$ cat src/rtl/router_pkg.sv
// router_pkg
// Shared definitions for the ingress arbiter slice:
//   - NUM_PORTS          : number of ingress sources
//   - MAX_LEN_DEFAULT    : default maximum packet length in bytes (header included)
//   - GAP_CYCLES_DEFAULT : default number of forced idle cycles between packets
//   - HDR_PORT0..3       : the only header values that are forwarded
//   - arb_state_e        : arbiter FSM encoding (IDLE, FWD, DROP, GAP)
//   - hdr_is_valid()     : header range test
//   - onehot_to_idx()    : one-hot source vector to binary index
package router_pkg;

  localparam int NUM_PORTS          = 4;
  localparam int MAX_LEN_DEFAULT    = 16;
  localparam int GAP_CYCLES_DEFAULT = 2;

  localparam logic [7:0] HDR_PORT0 = 8'h00;
  localparam logic [7:0] HDR_PORT1 = 8'h01;
  localparam logic [7:0] HDR_PORT2 = 8'h02;
  localparam logic [7:0] HDR_PORT3 = 8'h03;

  typedef enum logic [1:0] {
    IDLE = 2'd0,
    FWD  = 2'd1,
    DROP = 2'd2,
    GAP  = 2'd3
  } arb_state_e;

  // A header addresses one of the switch outputs; anything above the last
  // output number is unroutable.
  function automatic logic hdr_is_valid(input logic [7:0] hdr);
    return (hdr <= HDR_PORT3);
  endfunction

  // Returns the index of the set bit; zero when no bit is set.
  function automatic logic [1:0] onehot_to_idx(input logic [NUM_PORTS-1:0] oh);
    logic [1:0] idx;
    idx = 2'd0;
    for (int k = 0; k < NUM_PORTS; k++) begin
      if (oh[k]) begin
        idx = 2'(k);
      end else begin
        idx = idx;
      end
    end
    return idx;
  endfunction

endpackage

$ cat src/rtl/rr_pick.sv
// rr_pick
// Combinational round-robin picker. Searches the request vector starting at
// the pointer position and wrapping around, returning the first requester as
// a one-hot grant (all zero when nothing requests).
// Ports:
//   req_i [3:0] : request per source
//   ptr_i [1:0] : index the search starts from
//   gnt_o [3:0] : one-hot winner, or zero
module rr_pick
  import router_pkg::*;
(
  input  logic [NUM_PORTS-1:0] req_i,
  input  logic [1:0]           ptr_i,
  output logic [NUM_PORTS-1:0] gnt_o
);

  logic [1:0] idx_s;
  logic       found_s;

  // Walk the sources in rotated order; the 2-bit index wraps naturally.
  always_comb begin
    gnt_o   = 4'b0000;
    found_s = 1'b0;
    idx_s   = ptr_i;
    for (int k = 0; k < NUM_PORTS; k++) begin
      idx_s = ptr_i + 2'(k);
      if (!found_s && req_i[idx_s]) begin
        gnt_o[idx_s] = 1'b1;
        found_s      = 1'b1;
      end else begin
        found_s = found_s;
      end
    end
  end

endmodule

$ cat src/rtl/ingress_arbiter.sv
// ingress_arbiter
// Shares one switch input between four byte-serial sources. A source holds
// src_valid for the whole packet; the first byte is the destination header.
// Packets with an unroutable header or longer than MAX_LEN are consumed but
// not (fully) forwarded. Successive packets are separated by GAP_CYCLES idle
// cycles. Arbitration is round-robin and non-preemptive.
// Ports:
//   clk              : clock, rising edge
//   reset            : asynchronous active-low reset
//   src_valid [3:0]  : per-source packet in progress
//   src_data  [31:0] : source i byte on bits [8i+7:8i]
//   src_ack   [3:0]  : byte of source i consumed this cycle (combinational)
//   grant     [3:0]  : one-hot current owner or zero (registered)
//   data_valid       : byte valid into the switch (registered)
//   data      [7:0]  : byte into the switch (registered, holds when idle)
//   len_err          : one-cycle pulse on a length overrun (registered)
module ingress_arbiter
  import router_pkg::*;
#(
  parameter int MAX_LEN    = MAX_LEN_DEFAULT,
  parameter int GAP_CYCLES = GAP_CYCLES_DEFAULT
) (
  input  logic                   clk,
  input  logic                   reset,
  input  logic [NUM_PORTS-1:0]   src_valid,
  input  logic [8*NUM_PORTS-1:0] src_data,
  output logic [NUM_PORTS-1:0]   src_ack,
  output logic [NUM_PORTS-1:0]   grant,
  output logic                   data_valid,
  output logic [7:0]             data,
  output logic                   len_err
);

  // Counter must reach MAX_LEN itself, so it needs one more code than MAX_LEN-1.
  localparam int CNT_W = $clog2(MAX_LEN + 1);
  localparam int GAP_W = (GAP_CYCLES > 1) ? $clog2(GAP_CYCLES) : 1;

  localparam logic [CNT_W-1:0] CNT_ZERO = {CNT_W{1'b0}};
  localparam logic [CNT_W-1:0] CNT_ONE  = {{(CNT_W-1){1'b0}}, 1'b1};
  localparam logic [CNT_W-1:0] CNT_MAX  = CNT_W'(MAX_LEN);
  localparam logic [GAP_W-1:0] GAP_ZERO = {GAP_W{1'b0}};
  localparam logic [GAP_W-1:0] GAP_ONE  = {{(GAP_W-1){1'b0}}, 1'b1};
  localparam logic [GAP_W-1:0] GAP_LAST = GAP_W'(GAP_CYCLES - 1);

  arb_state_e             state_q, state_d;
  logic [NUM_PORTS-1:0]   grant_q, grant_d;
  logic                   dv_q, dv_d;
  logic [7:0]             data_q, data_d;
  logic                   err_q, err_d;
  logic [CNT_W-1:0]       cnt_q, cnt_d;
  logic [1:0]             ptr_q, ptr_d;
  logic [GAP_W-1:0]       gap_q, gap_d;

  logic [NUM_PORTS-1:0]   pick_s;
  logic [1:0]             gidx_s;
  logic                   gvalid_s;
  logic [7:0]             gbyte_s;
  logic                   active_s;

  rr_pick u_rr_pick (
    .req_i (src_valid),
    .ptr_i (ptr_q),
    .gnt_o (pick_s)
  );

  // Selected source: its index, whether it is still sending, and its byte.
  always_comb begin
    gidx_s   = onehot_to_idx(grant_q);
    gvalid_s = |(grant_q & src_valid);
    gbyte_s  = src_data[{gidx_s, 3'b000} +: 8];
    active_s = (state_q == FWD) || (state_q == DROP);
  end

  // A byte is consumed whenever the owner presents one while forwarding or dropping.
  always_comb begin
    src_ack = grant_q & src_valid & {NUM_PORTS{active_s}};
  end

  // Next-state logic for the arbiter FSM and its registered outputs.
  always_comb begin
    state_d = state_q;
    grant_d = grant_q;
    dv_d    = 1'b0;
    data_d  = data_q;
    err_d   = 1'b0;
    cnt_d   = cnt_q;
    ptr_d   = ptr_q;
    gap_d   = gap_q;

    case (state_q)
      IDLE: begin
        if (|src_valid) begin
          // The pointer moves past the winner at grant time, so a packet
          // that turns out empty still costs that source its turn.
          grant_d = pick_s;
          ptr_d   = onehot_to_idx(pick_s) + 2'd1;
          cnt_d   = CNT_ZERO;
          state_d = FWD;
        end else begin
          grant_d = 4'b0000;
        end
      end

      FWD: begin
        if (gvalid_s) begin
          if (cnt_q == CNT_ZERO) begin
            if (hdr_is_valid(gbyte_s)) begin
              dv_d   = 1'b1;
              data_d = gbyte_s;
              cnt_d  = CNT_ONE;
            end else begin
              // Unroutable header: swallow it and the rest of the packet.
              state_d = DROP;
            end
          end else if (cnt_q < CNT_MAX) begin
            dv_d   = 1'b1;
            data_d = gbyte_s;
            cnt_d  = cnt_q + CNT_ONE;
          end else begin
            // Byte MAX_LEN+1: flag the overrun and discard the tail.
            err_d   = 1'b1;
            state_d = DROP;
          end
        end else begin
          grant_d = 4'b0000;
          cnt_d   = CNT_ZERO;
          if (cnt_q == CNT_ZERO) begin
            // Nothing was forwarded, so no gap is needed.
            state_d = IDLE;
          end else begin
            gap_d   = GAP_ZERO;
            state_d = GAP;
          end
        end
      end

      DROP: begin
        if (gvalid_s) begin
          state_d = DROP;
        end else begin
          grant_d = 4'b0000;
          cnt_d   = CNT_ZERO;
          gap_d   = GAP_ZERO;
          state_d = GAP;
        end
      end

      GAP: begin
        grant_d = 4'b0000;
        if (gap_q == GAP_LAST) begin
          gap_d   = GAP_ZERO;
          state_d = IDLE;
        end else begin
          gap_d = gap_q + GAP_ONE;
        end
      end

      default: begin
        grant_d = 4'b0000;
        cnt_d   = CNT_ZERO;
        gap_d   = GAP_ZERO;
        state_d = IDLE;
      end
    endcase
  end

  // FSM state, counters, round-robin pointer and output registers.
  always_ff @(posedge clk or negedge reset) begin
    if (!reset) begin
      state_q <= IDLE;
      grant_q <= 4'b0000;
      dv_q    <= 1'b0;
      data_q  <= 8'h00;
      err_q   <= 1'b0;
      cnt_q   <= CNT_ZERO;
      ptr_q   <= 2'd0;
      gap_q   <= GAP_ZERO;
    end else begin
      state_q <= state_d;
      grant_q <= grant_d;
      dv_q    <= dv_d;
      data_q  <= data_d;
      err_q   <= err_d;
      cnt_q   <= cnt_d;
      ptr_q   <= ptr_d;
      gap_q   <= gap_d;
    end
  end

  assign grant      = grant_q;
  assign data_valid = dv_q;
  assign data       = data_q;
  assign len_err    = err_q;

endmodule

$ cat config.mk
export PLATFORM = sky130hd
export DESIGN_NAME = ingress_arbiter
export DESIGN_NICKNAME = d
export VERILOG_FILES = /design/src/rtl/router_pkg.sv /design/src/rtl/rr_pick.sv /design/src/rtl/ingress_arbiter.sv
export SDC_FILE = /design/constraint.sdc
export NUM_CORES = 1
export LEC_CHECK = 0
export BUFFER_PORTS_ARGS = -buffer_cell sky130_fd_sc_hd__buf_2
export CORE_MARGIN = 2
export CORE_UTILIZATION = 55
export DETAILED_ROUTE_END_ITERATION = 8
export PLACE_DENSITY = 0.83
export SLEW_MARGIN = 25
export SYNTH_ARGS = -nofsm -noshare
export SYNTH_HDL_FRONTEND = slang
export SYNTH_SLANG_ARGS = --single-unit
$ cat constraint.sdc
create_clock -name clk -period 4.1 [get_ports clk]
set_clock_uncertainty 0.05 [all_clocks]
set_input_delay 0.205 -clock clk [delete_from_list [all_inputs] [get_ports clk]]
set_output_delay 0.205 -clock clk [all_outputs]
set_load 0.05 [all_outputs]
# Yosys cells after proc, flatten, opt, wreduce, memory -nomap -nowiden

Cells that the tools add are included.

Register bits: 24

$add $sub $neg: 6
$lt $le $gt $ge: 10
Equal/unequal tests: 14
Shift operators: 1
Mux-type cells: 67
Bitwise operators: 5
Reduce and logical (&&, ||, !) cells: 24

Operators by type and width:

| operator            | count |
|---|---|
| $shiftx 32x6->8     | 1 |
| $mux 5              | 6 |
| $mux 1              | 27 |
| $mux 2              | 13 |
| $mux 4              | 6 |
| $mux 8              | 3 |
| $pmux 5 s3          | 1 |
| $lt 2x3->1 const B  | 4 |
| $ne 2x2->1 const B  | 6 |
| $or 4x4->4          | 3 |
| $pmux 4 s3          | 1 |
| $reduce_and 4->1    | 3 |
| $and 4x4->4         | 2 |
| $bmux 1 s2          | 4 |
| $demux 1 s2         | 4 |
| $ge 2x1->1 const B  | 4 |
| $le 8x2->1 const B  | 1 |
| $ne 4x4->1 const B  | 2 |
| $pmux 2 s4          | 1 |
| $reduce_or 4->1     | 2 |
| $logic_and 1x1->1   | 7 |
| $reduce_bool 3->1   | 2 |
| $add 5x1->5 const B | 1 |
| $logic_not 5->1     | 1 |
| other kinds (17)    | 22 |

# Longest topological paths before layout

Depth after elaboration: 18
Depth in mapped cells: 9
Gate-level depth less buffers: 8

# Cells and area by module

Synthesis repeated with hierarchy kept, for this count alone.

Cell total of the unflattened synthesis: 211
Area total of the unflattened synthesis: 2,003.2 um^2

Modules (own cells, without submodules):

| module          | instances | cells an instance | area an instance (um^2) |
|---|---|---|---|
| ingress_arbiter | 1         | 181               | 1,700.4 |
| rr_pick         | 1         | 30                | 302.8 |

# Worst setup path before layout

OpenSTA, ideal clock, no wires.

Path type: reg-to-reg
From: register ptr_q[0]
To: register ptr_q[1]
Library setup time: 0.092 ns
Arrival time: 2.388 ns
Data required time: 3.958 ns
Setup slack: 1.570 ns
Stages on the path, launching flop included: 9
Buffers on the path: 1
Path through: dfrtp_1 buf_6 inv_1 ha_1 mux4_1 nor4b_4 a221o_2 nor2b_1 o31ai_2

Cells in the longest elaborated chain, start to end: 18

Ends and longest elaborated chain:

| item                                                | RTL line               | source |
|---|---|---|
| from (decl)                                         | ingress_arbiter.sv:51  | `logic [1:0] ptr_q, ptr_d;` |
| from (signal assigned)                              | ingress_arbiter.sv:185 | `ptr_q <= ptr_d;` |
| branches (longest 11 deep; another with $lt 2x3->1) | -                      |  |
| $mux 4 (*)                                          | rr_pick.sv:27          | `if (!found_s && req_i[idx_s]) begin` |
| $mux 1                                              | router_pkg.sv:39       | `if (oh[k]) begin` |
| $mux 2                                              | router_pkg.sv:39       |  |
| $mux 2 (*)                                          | router_pkg.sv:39       |  |
| $mux 2 (*)                                          | ingress_arbiter.sv:92  | `if (\|src_valid) begin` |
| $mux 2 (*)                                          | ingress_arbiter.sv:90  | `case (state_q)` |
| $add 2x1->2 (*)                                     | ingress_arbiter.sv:96  | `ptr_d = onehot_to_idx(pick_s) + 2'd1;` |

Every way passes the cells marked *. The select of a mux whose other input is x is not followed.
A chain may end at the register's enable or synchronous reset.

# Final worst setup path

Same ends and word-level chain as after synthesis.

==> results.md <==
- Multi-input logic area: 1260 um^2
- Cell taking the most area after synthesis: dfrtp_1
- Crit path kind: reg -> reg
- Synth Cell Area: 1930 um^2
- Family with the most delay on the worst path: multiplexers
- Depth of the most critical reg-to-reg path: 7
- Fin cells: 310
- Chip width: 63.2 um
- # diodes: 0
- Crit path DAT: 3.00 ns
- Leak pwr: 1.09 nW
- Filler cells: 288
- Slew Limit Fails: 0
- Hold Violations, Final: 0
- CTS H-tree lvls: 1
- Grt total ovfl: 0
- CTS Buf Count: 3
- Post-route ant nets: 0
- Endpoints failing setup: 0
- Status: finished clean
- Yosys Warn Count: 0
- Stages on worst setup path: 7
- Syn_nets: 264
- Drt drc: 0
- Crit path buf inv count: 1
- CTS Buffer Depth: 2
- Hold/Removal Path Class: in -> reg
- DIE AREA: 4000 um^2
- First-pass GRT wire length: 7520 um
- Setup TNS: 0 ns
- Initial Util: 0.573
- Flops & latches, synth: 24
- FFs w/ async S/R, synth: 1.00
- Main synth FF type: dfrtp_1
- Leading post-synthesis cells by cell area: dfrtp_1, ha_1, o21ai_0
- Final Util: 0.670
- Detailed Route Iter0 Violations: 88
- PD cells: 585 nW/um^2
- Crit-path max cell delay: 0.70 ns
- Worst-path cell chain: inv_1, ha_1, mux4_1, nor4b_4, a221oi_2, nor2b_1, o31ai_2
- Clk sink count: 24
- Vias post-DR: 1831
- Worst setup EP type: flop
- GPL Wtd Cong: 0.871
- Layout Nets: 318
- Largest net degree at the start of global routing: 25
- Yosys top cell area share: 0.311
- Clock latency on the worst-skew pair: 0.30 ns
- Fin crit share: 0.689
- Library cells used by synthesis: 48
- Num ports: 56
- Register area share after synthesis: 0.311
- Startpoint types: flop
- Max-cap violation count: 0
- Hold depth: 3
- Placed Instances: 306
- RSZ-0062 raised after global routing: no
- Root buf cell: clkbuf_4
- Cells after Synth: 212
- CP required: 4.28 ns
- PostCTS Resize Cnt: 0
- # port buffers: 55
- Initial antenna violation count: 0
- Area delta synth->final: 16.9%
- Worst-Margin Slew: 0.729 ns
- Vias in the first global route: 1707
- F_max: 354 MHz
- Slowest cell on crit path: mux4_1
- EDFF count, synth: 0
- Crit path time final: 2.82 ns
- Crit-path max FO: 10
- Drt pass-1 iters: 4
- VDD IR max: 0.324 mV
- CTS clock-pin slew for the worst setup and hold paths: 0.13 ns
- Register area: 601 um^2
- Dpl hpwl: 3630 um
- Total GRT Usage: 0.232
- Post-CTS Setup Bufs: 0
- Synthesized area per cell: 9.09 um^2
- Die height: 63.2 um
- Layout cells sized above 1: 0.277
- Final wirelength: 4650 um
- Vias per inst: 5.91
- Row count: 21
- Slew HR: 0.514
- CTS tree: done
- Routed WL per cell: 15.0 um
- Core Region: 3360 um^2
report_power, final:
part,switching (mW),internal (mW)
logic,0.499,0.320
clock network,0.0666,0.0343
registers,0.105,0.295
total,0.670,0.649
worst reg2reg max path: cells and delay by family (launching register included):
kind / cells / cell delay (ns)
flops: 1 / 0.60
simple gates: 2 / 0.57
compound gates: 2 / 0.34
fa+ha+maj: 1 / 0.34
mux: 1 / 0.70
buf+inv: 1 / 0.15
what timing repair did:
action / CTS / global route
endpoints found under the setup margin: 0 / 0
endpoints found under the hold margin: 24 / 0
hold buffers: 1 / 0
kinds of logic after synthesis:
kind of cell    after synthesis  share of synthesized area
mux                          20                      0.138
fa+ha+maj                    14                     0.0909
compound gates               60                      0.215
buf+inv                      15                     0.0363
simple gates                 79                      0.208
flops                        24                      0.311
registers in the layout (all words and copies together) (netlist names), named ones only:
name and flops:
cnt_q 5, data 8, data_valid 1, gap_q 1, grant 4, len_err 1
ptr_q 2, state_q 1
placed cells by master (no fill, tap or decap), drive strengths merged, types with 2 or more instances in the layout:
cell    instances
a21oi           8
mux2i          12
nand3           3
a22o            4
a221oi          3
and2            2
nor4            4
nor3b           3
a211oi          3
nand2b          3
dfrtp          24
ha             14
o21ai          26
inv             8
o31ai           4
nand2          31
buf            55
nor2b           4
clkbuf          3
a221o           3
nor3            4
a22oi           2
and3            5
mux2            4
nor2           14
mux4            4
or4             2
per-layer routing:
metal,global-route usage,part of all wire,wire (um),vias up
met5,0,0,0,-
met4,0.0652,0.014,63,0
met3,0.0411,0.067,313,8
met2,0.380,0.45,2110,80
met1,0.316,0.46,2160,846
li1,-,-,-,897
synthesized netlist by cell type (all sizes together) (2+ instances only):
cell type	n
nor4	4
mux2	4
and2	2
ha	14
mux4	4
nor2b	4
o31ai	4
buf	5
nand2	31
nor3	4
a211oi	3
dfrtp	24
a21oi	8
or4	2
inv	8
a221o	3
and3	5
clkbuf	2
nand2b	3
mux2i	12
a22o	4
nor2	14
o21ai	26
nor3b	3
nand3	3
a22oi	2
a221oi	3
cell type report:
class / instances / share of cell area
clock buffers: 3 / 0.00999
inverters: 8 / 0.0133
multi-input cells: 173 / 0.558
flip-flops and latches: 24 / 0.267
well taps: 46 / 0.0255
repair buffers: 56 / 0.127
worst paths after layout:
check / start / endpoint / slack (ns)
worst max-delay path: ptr_q[0] / ptr_q[1] / 1.28
worst min-delay path: src_data[31] / data[7] / 0.16
worst max register to register: ptr_q[0] / ptr_q[1] / 1.28
worst min register to register: data[2] / data[2] / 0.44
max in group asynchronous: reset / asynchronous set/reset pin / 3.30
min in group asynchronous: reset / data[5] / 0.35
metrics by stage:
stage	power, mW	instance area, um^2	setup slack (ns)	hold WS, ns
final	1.32	2250	1.28	0.157
after global routing	1.42	2250	1.11	0.185
after CTS	1.31	2250	1.28	0.141
after detailed placement	1.21	2220	1.30	0.168
after global placement	1.18	2220	1.40	0.166
after floorplan	1.04	1930	1.57	-0.141
No activity file was read; power rests on OpenSTA's default activity.
